[src/rtl/led_pattern_sequencer.sv]
// led_pattern_sequencer: steps the 10-LED bank through four blink patterns.
// A phase accumulator sets the step rate from SW, and a debounced KEY press
// advances the mode.
// Ports: CLOCK_50 clock, reset async active-high, SW rate/freeze select,
//        KEY active-low button, LEDR pattern, mode current mode,
//        step_tick one-cycle pulse on each new pattern step.
module led_pattern_sequencer #(
   parameter int TICK_LIMIT = 50000000,
   parameter int DEBOUNCE   = 1000000,
   parameter int ACC_W      = 27
) (
   input  logic       CLOCK_50,
   input  logic       reset,
   input  logic [9:0] SW,
   input  logic       KEY,
   output logic [9:0] LEDR,
   output logic [1:0] mode,
   output logic       step_tick
);

   localparam int CNT_W = $clog2(DEBOUNCE + 1);

   typedef enum logic [1:0] {
      ALT   = 2'd0,
      CHASE = 2'd1,
      FILL  = 2'd2,
      BLINK = 2'd3
   } mode_t;

   logic [6:0]       step_q, step_d;
   logic [ACC_W-1:0] acc_q, acc_d;
   logic             sync1_q, sync2_q;
   logic             db_q, db_d;
   logic [CNT_W-1:0] cnt_q, cnt_d;
   logic             next_q, next_d;
   mode_t            mode_q, mode_d;
   logic [9:0]       led_q, led_d;
   logic             tick_q, tick_d;

   logic [ACC_W-1:0] acc_sum;
   logic             unused_sw;

   assign unused_sw = ^SW[8:7];

   function automatic logic [9:0] init_pat(input mode_t m);
      logic [9:0] p;
      case (m)
         ALT:     p = 10'h2AA;
         CHASE:   p = 10'h001;
         default: p = 10'h000;
      endcase
      return p;
   endfunction

   function automatic logic [9:0] step_pat(input mode_t m,
                                           input logic [9:0] v);
      logic [9:0] p;
      case (m)
         CHASE:   p = {v[8:0], v[9]};
         FILL:    p = (v == 10'h3FF) ? 10'h000 : {v[8:0], 1'b1};
         default: p = ~v;
      endcase
      return p;
   endfunction

   // Rate select: lowest-numbered set switch wins; SW[9] freezes.
   always_comb begin
      step_d = 7'd0;
      if (!SW[9]) begin
         if      (SW[0]) step_d = 7'd1;
         else if (SW[1]) step_d = 7'd2;
         else if (SW[2]) step_d = 7'd5;
         else if (SW[3]) step_d = 7'd10;
         else if (SW[4]) step_d = 7'd20;
         else if (SW[5]) step_d = 7'd50;
         else if (SW[6]) step_d = 7'd100;
      end
   end

   // Debounce: count while the synced level disagrees with the accepted
   // level; a press is reported as a registered pulse one edge later.
   always_comb begin
      db_d   = db_q;
      cnt_d  = '0;
      next_d = 1'b0;
      if (sync2_q != db_q) begin
         cnt_d = cnt_q + 1'b1;
         if (cnt_d == CNT_W'(DEBOUNCE)) begin
            cnt_d  = '0;
            db_d   = sync2_q;
            next_d = db_q;
         end
      end
   end

   assign acc_sum = acc_q + ACC_W'(step_q);

   // Mode change outranks a coincident step: acc restarts from zero.
   always_comb begin
      mode_d = mode_q;
      led_d  = led_q;
      acc_d  = acc_q;
      tick_d = 1'b0;
      if (next_q) begin
         mode_d = mode_t'(mode_q + 2'd1);
         led_d  = init_pat(mode_d);
         acc_d  = '0;
      end else if (step_q != 7'd0) begin
         if (acc_sum >= ACC_W'(TICK_LIMIT)) begin
            acc_d  = acc_sum - ACC_W'(TICK_LIMIT);
            led_d  = step_pat(mode_q, led_q);
            tick_d = 1'b1;
         end else begin
            acc_d = acc_sum;
         end
      end
   end

   always_ff @(posedge CLOCK_50 or posedge reset) begin
      if (reset) begin
         step_q  <= '0;
         acc_q   <= '0;
         sync1_q <= 1'b1;
         sync2_q <= 1'b1;
         db_q    <= 1'b1;
         cnt_q   <= '0;
         next_q  <= 1'b0;
         mode_q  <= ALT;
         led_q   <= 10'h2AA;
         tick_q  <= 1'b0;
      end else begin
         step_q  <= step_d;
         acc_q   <= acc_d;
         sync1_q <= KEY;
         sync2_q <= sync1_q;
         db_q    <= db_d;
         cnt_q   <= cnt_d;
         next_q  <= next_d;
         mode_q  <= mode_d;
         led_q   <= led_d;
         tick_q  <= tick_d;
      end
   end

   assign LEDR      = led_q;
   assign mode      = mode_q;
   assign step_tick = tick_q;

endmodule
[config.mk]
export PLATFORM = sky130hd
export DESIGN_NAME = led_pattern_sequencer
export DESIGN_NICKNAME = d
export VERILOG_FILES = /design/src/rtl/led_pattern_sequencer.sv
export SDC_FILE = /design/constraint.sdc
export NUM_CORES = 1
export LEC_CHECK = 0
export CAP_MARGIN = 5
export CORE_MARGIN = 5
export CORE_UTILIZATION = 45
export CTS_CLUSTER_SIZE = 24
export DETAILED_ROUTE_END_ITERATION = 8
export PLACE_DENSITY = 0.68
export SLEW_MARGIN = 0
export SYNTH_ARGS = -nofsm -noshare
export SYNTH_HDL_FRONTEND = slang
export SYNTH_SLANG_ARGS = --single-unit
[constraint.sdc]
create_clock -name CLOCK_50 -period 10.4 [get_ports CLOCK_50]
set_input_delay 2.08 -clock CLOCK_50 [delete_from_list [all_inputs] [get_ports CLOCK_50]]
set_output_delay 2.08 -clock CLOCK_50 [all_outputs]
set_load 0.02 [all_outputs]
# == After elaboration in Yosys (flattened, before gate mapping) ==
# Index checks and enable logic that the tools add are counted.
# classes
addsub,4
order_cmp,1
eq_ne,6
n_mux,24
bitwise_logic,1
reduce_logical,6
# ops
op,count
27-bit two-way mux,3
7-bit two-way mux,8
10-bit two-way mux,4
20-bit two-way mux,2
10-bit one-hot mux with 2 select lines,2
27-bit by 7-bit adder with 27-bit output,1
27-bit by 26-bit >= comparator with 1-bit output (second input constant),1
27-bit by 26-bit subtractor with 27-bit output (second input constant),1
20-bit by 1-bit adder with 20-bit output (second input constant),1
20-bit equality test (second input constant),1
10-bit equality test (second input constant),1
10-bit inverter,1
7-bit nonzero test,1
1-bit two-way mux,5
2-bit by 1-bit equality test with 1-bit output (second input constant),2
2-bit AND reduction,2
2-bit nonzero test,2
2-bit by 1-bit adder with 2-bit output (second input constant),1
2-bit equality test (second input constant),1
2-bit zero test,1
1-bit inequality test,1
# totals
regBits,71
inputBits,13
output_inout_bits,13
word_cells,52

# == Longest topological paths before layout ==
# Gate-level depths: netlist of the first run.
# logic_depth
word_depth,8
mapped_depth,17
ltp_nobuf,15

# == Worst setup path before layout of the first run ==
# Ideal clock, no wire load.
# synth_timing
path_kind,register -> register
from,reg step_q[0]
to,reg acc_q[17]
setup_time_ns,0.128
arrival_time_ns,3.540
required_time_ns,10.272
slack_ns,6.732
path_stages_with_launch,16
n_path_buf,0
period_less_slack_ns,3.668
cell_sequence,dfrtp_1 ha_1 fa_1 a211oi_1 o21ba_2 nor2_1 xor2_1 inv_1 ha_1 inv_1 or2_2 a31oi_1 o211a_4 or3_1 a21oi_1 mux2_1
# synth_via
elab_chain_cells,5
elab_cells_between_ends,8
cone_classes,2 x add/sub; 1 x order compare; 3 x mux; 2 x reduce/logical
# synth_lines
element,line,source
start: declaration,30,"logic [6:0] step_q, step_d;"
start signal: assignment,132,step_q <= step_d;
27-bit by 7-bit adder with 27-bit output,96,assign acc_sum = acc_q + ACC_W'(step_q);
27-bit by 26-bit subtractor with 27-bit output or 27-bit by 26-bit >= comparator with 1-bit output (tied branches),"110, 109",
27-bit two-way mux,109,if (acc_sum >= ACC_W'(TICK_LIMIT)) begin
27-bit two-way mux,108,end else if (step_q != 7'd0) begin
27-bit two-way mux,104,if (next_q) begin
end signal: assignment,122,acc_q <= '0;
end signal: assignment,133,acc_q <= acc_d;
end: declaration,31,"logic [ACC_W-1:0] acc_q, acc_d;"
# Several ways; a longest one is shown, not always the timed one. The select of a mux whose other input is x is not followed.
# A chain may end at the register's enable or synchronous reset.

# == Worst setup path in the final report of the first run ==
# layout_timing
from,reg step_q[0]
to,reg acc_q[20]
# The elaborated chain is that of the path after synthesis.

==> metrics.cfg, run 1 <==
[placement]
portBuffers=23
placed_cell_area_um2=5460
gp_congestion=0.878
dp_hpwl_um=8290

[cells_and_area]
area_growth_pct=10.3
drive_gt1_share_pct=8.28
fin_area_um2=5730
num-nets-final=662
diodes=0
finish.utilization_pct=50.4

[floorplanning]
die_x_um=117
die_height_um=117
die_area_um2=13800
start_util_pct=45.7
ios=26
rows=39
core-area_um2=11400

[pwr]
switchingPower_mw=0.200
p_int_mw=0.501
switching_share_pct=28.6
seqPwrFrac_pct=43.8
power.total_mw=0.702
p_comb_share_pct=15.6
worst_ir_drop_vdd_mv=0.0811
cellLeakagePower_nw=2.24
power_frac_clock_pct=40.6
powerDensity_nw_per_um2=122

[detailed_routing]
drc=0
route.met2.wl_um=5690
wl_met1_um=5490
first_pass_iters=5
num_vias=4698
avgRoutedWirePerCell_um=15.2
wl_met3_um=575
vias_per_cell=6.00
dr.first_iter.drc_count=264
routed.top_layer=met4
drt-total-wl_um=11900
ant_nets=0

[setup_path]
worstRegToRegCells=15
worstPathRequired_ns=10.61
cp-start-kind=flop
slowest_delay_ns=0.48
worstPathMaxFanout=24
cp_cell_sequence=ha_1, fa_1, a211oi_1, o21ba_2, nor2_1, xor2_1, inv_1, ha_1, inv_1, or2_2, a31oi_1, o211a_4, nor2_4, a31oi_1, mux2_2
slowest_stage=nor2_4
crit_arrival_ns=4.54
end_kind=flop
crit_buf_inv=2
cp_num_cells=15
critical_path_class=reg -> reg
crit_family=compound AO/OA/AOI/OAI gates

[sta]
fin_worst_skew_ns=0.00710
setup_tns_ns=0
fin_crit_ns=4.33
period_share_pct=41.6
drv_slew=0
slew_headroom_pct=37.0
worst_pin_slew_ns=0.943
fmax_mhz=231
hold_violations=0
rsz0062_at_grt=false
setup_violations=0

[synthesis]
synth_edf_count=0
synth_top_area_cell=dfrtp_1
ys_warn_count=0
synth-seq-cells=71
syn_nets=662
ys_types=78
ys_top_cells_by_count=nor2_1, dfrtp_1, nand2_1
avgSynthCellArea_um2=8.18
synthesis.area_um2=5200
synth_top_area_share_pct=30.3
post_synth_inst_count=635
ys_async_sr_fraction_pct=100
synth.most_common_cell=nor2_1
synth_area_leaders=dfrtp_1, nor2_1, nand2_1
yosysSeqAreaShare_pct=34.4
synth_ff_type=dfrtp_1

[clock_network]
clk_pin_slew_ns=0.06
cts_sinks=71
cts_tree=done
cts_root_buffer=clkbuf_16
cts_buffers=9
postCtsHoldBufs=0
cts_htree_levels=3
ctsResizeCount=0
cts_setup_buffers=0
cts_buffer_depth=2
clk_latency_ns=0.33

[grt]
grt_pass1_vias=4531
antenna_found_initial=0
grt_max_degree=72
grt_usage_pct=17.2
overflow=0
grt_pass1_wl_um=20600

[worst_hold_path]
hold_path_class=reg -> reg
min_path_cells=0

[flow_run]
drv_cap=0

[outcome]
outcome=completed

[logic make-up after synthesis]
kind of cell	synth area share [%]
xor gates and xnor gates	6.89
adders and majority gates	3.71
buffers and inverters	4.55
muxes	3.44
DFF	34.4
AOI/OAI and AO/OA	21.2
and+or+nand+nor	25.8
[state kept, by name (all words and copies together) (netlist names), 2 cells and up]
signal  count
LEDR       10
acc_q      27
cnt_q      20
mode        2
step_q      7
[per-stage QoR]
stage                     std cells  setup WS [ns]  hold slack (ns)
after floorplan                 635           6.54            0.345
after global placement          767           6.14            0.347
after detailed placement        767           6.11            0.350
after CTS                       783           6.09            0.355
after global routing            783           5.78            0.354
final                           783           6.07            0.352
[final timing paths]
kind	startpoint	end	slack, ns
min in group asynchronous	reset	step_q[0]	2.33
worst max-delay path	step_q[0]	acc_q[20]	6.07
max in group asynchronous	reset	acc_q[12]	7.51
worst min register to register	sync1_q	sync2_q	0.35
worst min-delay path	sync1_q	sync2_q	0.35
worst max register to register	step_q[0]	acc_q[20]	6.07
[worst reg2reg max path, delay by kind of cell (launching register included)]
kind                       cells  cell delay [ns]
DFF                            1             0.39
adders and majority gates      3             0.90
buffers and inverters          2             0.21
muxes                          1             0.30
xor gates and xnor gates       1             0.26
and+or+nand+nor                3             0.73
AOI/OAI and AO/OA              5             1.43
[power groups by stage]
stage	clock, mW	sequential, mW	combinational, mW
finish	0.285	0.307	0.110
global route	0.306	0.309	0.121
CTS	0.293	0.307	0.109
detailed placement	0	0.312	0.108
global placement	0	0.310	0.105
floorplan	0	0.305	0.0904
[area by class of cell]
class                           instances  area [µm²]
Fill cell                            1080        5640
Multi-Input combinational cell        510        3170
Sequential cell                        71        1790
Timing Repair Buffer                   26         253
Clock buffer                           11         243
Tap cell                              143         179
Inverter                               17        63.8
Clock inverter                          5        31.3
[layer usage]
layer,vias to the layer above,GRT usage (%)
li1,2290,-
met1,2261,22.8
met2,128,28.6
met3,19,3.22
met4,0,5.38
met5,-,0
[cells in the final DEF (no fill, tap or decap), types with 17 or more instances in the layout]
cell type and instances:
nor2_1 96, xnor2_1 22, dfrtp_1 63, clkdlybuf4s50_1 23
a21oi_1 42, nor3_1 18, nand2_1 60, nand3_1 33
o21ai_0 25, xor2_1 17
No activity file was read; power rests on OpenSTA's default activity.
==> run 2, diff against run 1 <==
==> constraint.sdc (replaced) <==
create_clock -name CLOCK_50 -period 4.15 [get_ports CLOCK_50]
set_input_delay 0.83 -clock CLOCK_50 [delete_from_list [all_inputs] [get_ports CLOCK_50]]
set_output_delay 0.83 -clock CLOCK_50 [all_outputs]
set_load 0.02 [all_outputs]
==> metrics.cfg, run 2 (synthesis results as in run 1) <==
[outcome]
outcome=completed  ; unchanged

[clock_network]
cts_sinks=71  ; unchanged
ctsResizeCount=0  ; unchanged
clk_latency_ns=0.34  ; was 0.33 ns
cts_setup_buffers=0  ; unchanged
cts_buffers=9  ; unchanged
postCtsHoldBufs=0  ; unchanged
cts_buffer_depth=2  ; unchanged
cts_root_buffer=clkbuf_16  ; unchanged
cts_tree=done  ; unchanged
clk_pin_slew_ns=0.06  ; about the same
cts_htree_levels=3  ; unchanged

[detailed_routing]
num_vias=4780  ; was 4698
dr.first_iter.drc_count=304  ; was 264
first_pass_iters=5  ; unchanged
drt-total-wl_um=12500  ; was 11900 µm
ant_nets=0  ; unchanged
drc=0  ; unchanged
avgRoutedWirePerCell_um=15.7  ; was 15.2 µm
vias_per_cell=5.99  ; was 6.00

[grt]
grt_usage_pct=18.6  ; was 17.2%
busiest_layer=met2  ; unchanged
antenna_found_initial=0  ; unchanged
overflow=0  ; unchanged
grtUsageMet1_pct=24.8  ; was 22.8%
grt_pass1_vias=4618  ; was 4531
grt_use_met2_pct=30.6  ; was 28.6%
grtUsageMet3_pct=3.41  ; was 3.22%
grt_max_degree=35  ; was 72
grt_pass1_wl_um=21800  ; was 20600 µm

[cells_and_area]
top_register=acc_q  ; unchanged
seq_area_um2=1790  ; unchanged
drive_gt1_share_pct=10.8  ; was 8.28%
multi_input_area_um2=3190  ; was 3170 µm²
largest_reg_flops=27  ; unchanged
area_growth_pct=14.8  ; was 10.3%
layout_common_cells=nor2_1, dfrtp_1, nand2_1  ; unchanged
num-nets-final=677  ; was 662
fill_cells=1075  ; was 1080
fin_area_um2=5970  ; was 5730 µm²
finish.utilization_pct=52.5  ; was 50.4%
final_common_cell=nor2_1  ; unchanged
diodes=0  ; unchanged

[pwr]
powerDensity_nw_per_um2=339  ; was 122 nW/µm²
cellLeakagePower_nw=2.37  ; was 2.24 nW
power.total_mw=2.02  ; was 0.702 mW
worst_ir_drop_vdd_mv=0.269  ; was 0.0811 mV

[worst_hold_path]
hold_path_class=reg -> reg  ; unchanged

[sta]
rsz0062_at_grt=false  ; unchanged
fin_worst_skew_ns=0.00925  ; was 0.00710 ns
fmax_mhz=259  ; was 231 MHz
slew_headroom_pct=37.9  ; was 37.0%
drv_slew=0  ; unchanged
hold_violations=0  ; unchanged
holdWs_ns=0.362  ; was 0.352 ns
setup_violations=0  ; unchanged
fin_crit_ns=3.86  ; was 4.33 ns
setup_tns_ns=0  ; unchanged
period_share_pct=93.0  ; was 41.6%
worst_pin_slew_ns=0.931  ; was 0.943 ns

[setup_path]
end_kind=flop  ; unchanged
worstPathMaxFanout=11  ; was 24
crit_arrival_ns=4.08  ; was 4.54 ns
worstPathRequired_ns=4.37  ; was 10.61 ns
cp-start-kind=flop  ; unchanged
critical_path_class=reg -> reg  ; unchanged

[floorplanning]
die_height_um=117  ; unchanged
die_x_um=117  ; unchanged
ios=26  ; unchanged
start_util_pct=45.7  ; unchanged
die_area_um2=13800  ; unchanged
rows=39  ; unchanged
core-area_um2=11400  ; unchanged

[placement]
dp_hpwl_um=9000  ; was 8290 µm
placed_cell_area_um2=5580  ; was 5460 µm²
portBuffers=23  ; unchanged
gp_congestion=0.911  ; was 0.878

[flow_run]
drv_cap=0  ; unchanged

==> run 2: changes by cell type in the layout (fill, tap and decap cells not counted), sizes merged <==
cell      before  now
bufinv         0    4
clkinvlp       1    0
clkinv         3    0
buf            3   18
==> run 2: power breakdown <==
group | switching (mW) | internal [mW] | total, mW
clock | 0.307 | 0.667 | 0.974
combinational | 0.172 | 0.108 | 0.280
sequential | 0.0340 | 0.733 | 0.767
total | 0.512 | 1.51 | 2.02
==> run 2: worst max-delay path, cell delays in order (launching register included) <==
cell	delay, ns
dfrtp_1	0.39
ha_1	0.24
fa_1	0.41
a211oi_1	0.24
buf_4	0.16
o21ba_2	0.24
nor2_1	0.15
o311ai_1	0.33
o22a_2	0.25
nand4_1	0.12
o211a_4	0.33
or3_1	0.36
a21oi_1	0.17
mux2_1	0.33
==> run 2: area by class of cell <==
cell class	count	share of cell area, %
Clock buffer	11	4.07
Sequential cell	71	29.9
Inverter	17	1.07
Tap cell	143	3.00
Clock inverter	5	2.16
Multi-Input combinational cell	510	53.4
Timing Repair Buffer	41	6.33
==> run 2: final timing paths <==
| path | startpoint | to | slack, ns | cells past startpoint |
|---|---|---|---|---|
| min reg2reg | sync1_q | sync2_q | 0.36 | 0 |
| min in group asynchronous | reset | acc_q[8] | 0.86 | 2 |
| min | sync1_q | sync2_q | 0.36 | 0 |
| max in group asynchronous | reset | LEDR[9] | 2.49 | 3 |
| max reg2reg | step_q[0] | acc_q[17] | 0.29 | 13 |
| max | step_q[0] | acc_q[17] | 0.29 | 13 |
==> run 2: metal layers <==
metal  wire, µm  part of all wire [%]
met1       5620                    45
met2       6150                    49
met5          0                     0
met4        199                   1.6
met3        520                   4.2
==> run 2: through the flow <==
stage	setup WS [ns]	std cells
after floorplan	0.482	635
after global placement	0.279	782
after detailed placement	0.160	782
after CTS	0.136	798
after global routing	0.0244	798
final	0.292	798
==> run 3, diff against run 2 <==
--- a/config.mk
+++ b/config.mk
@@ -11,6 +11,7 @@
 export CTS_CLUSTER_SIZE = 24
 export DETAILED_ROUTE_END_ITERATION = 8
 export PLACE_DENSITY = 0.68
+export SKIP_CTS_REPAIR_TIMING = 1
 export SLEW_MARGIN = 0
 export SYNTH_ARGS = -nofsm -noshare
 export SYNTH_HDL_FRONTEND = slang
==> results of run 3 <==
Same layout as run 2: the final DEF is identical, and so are final timing and power.
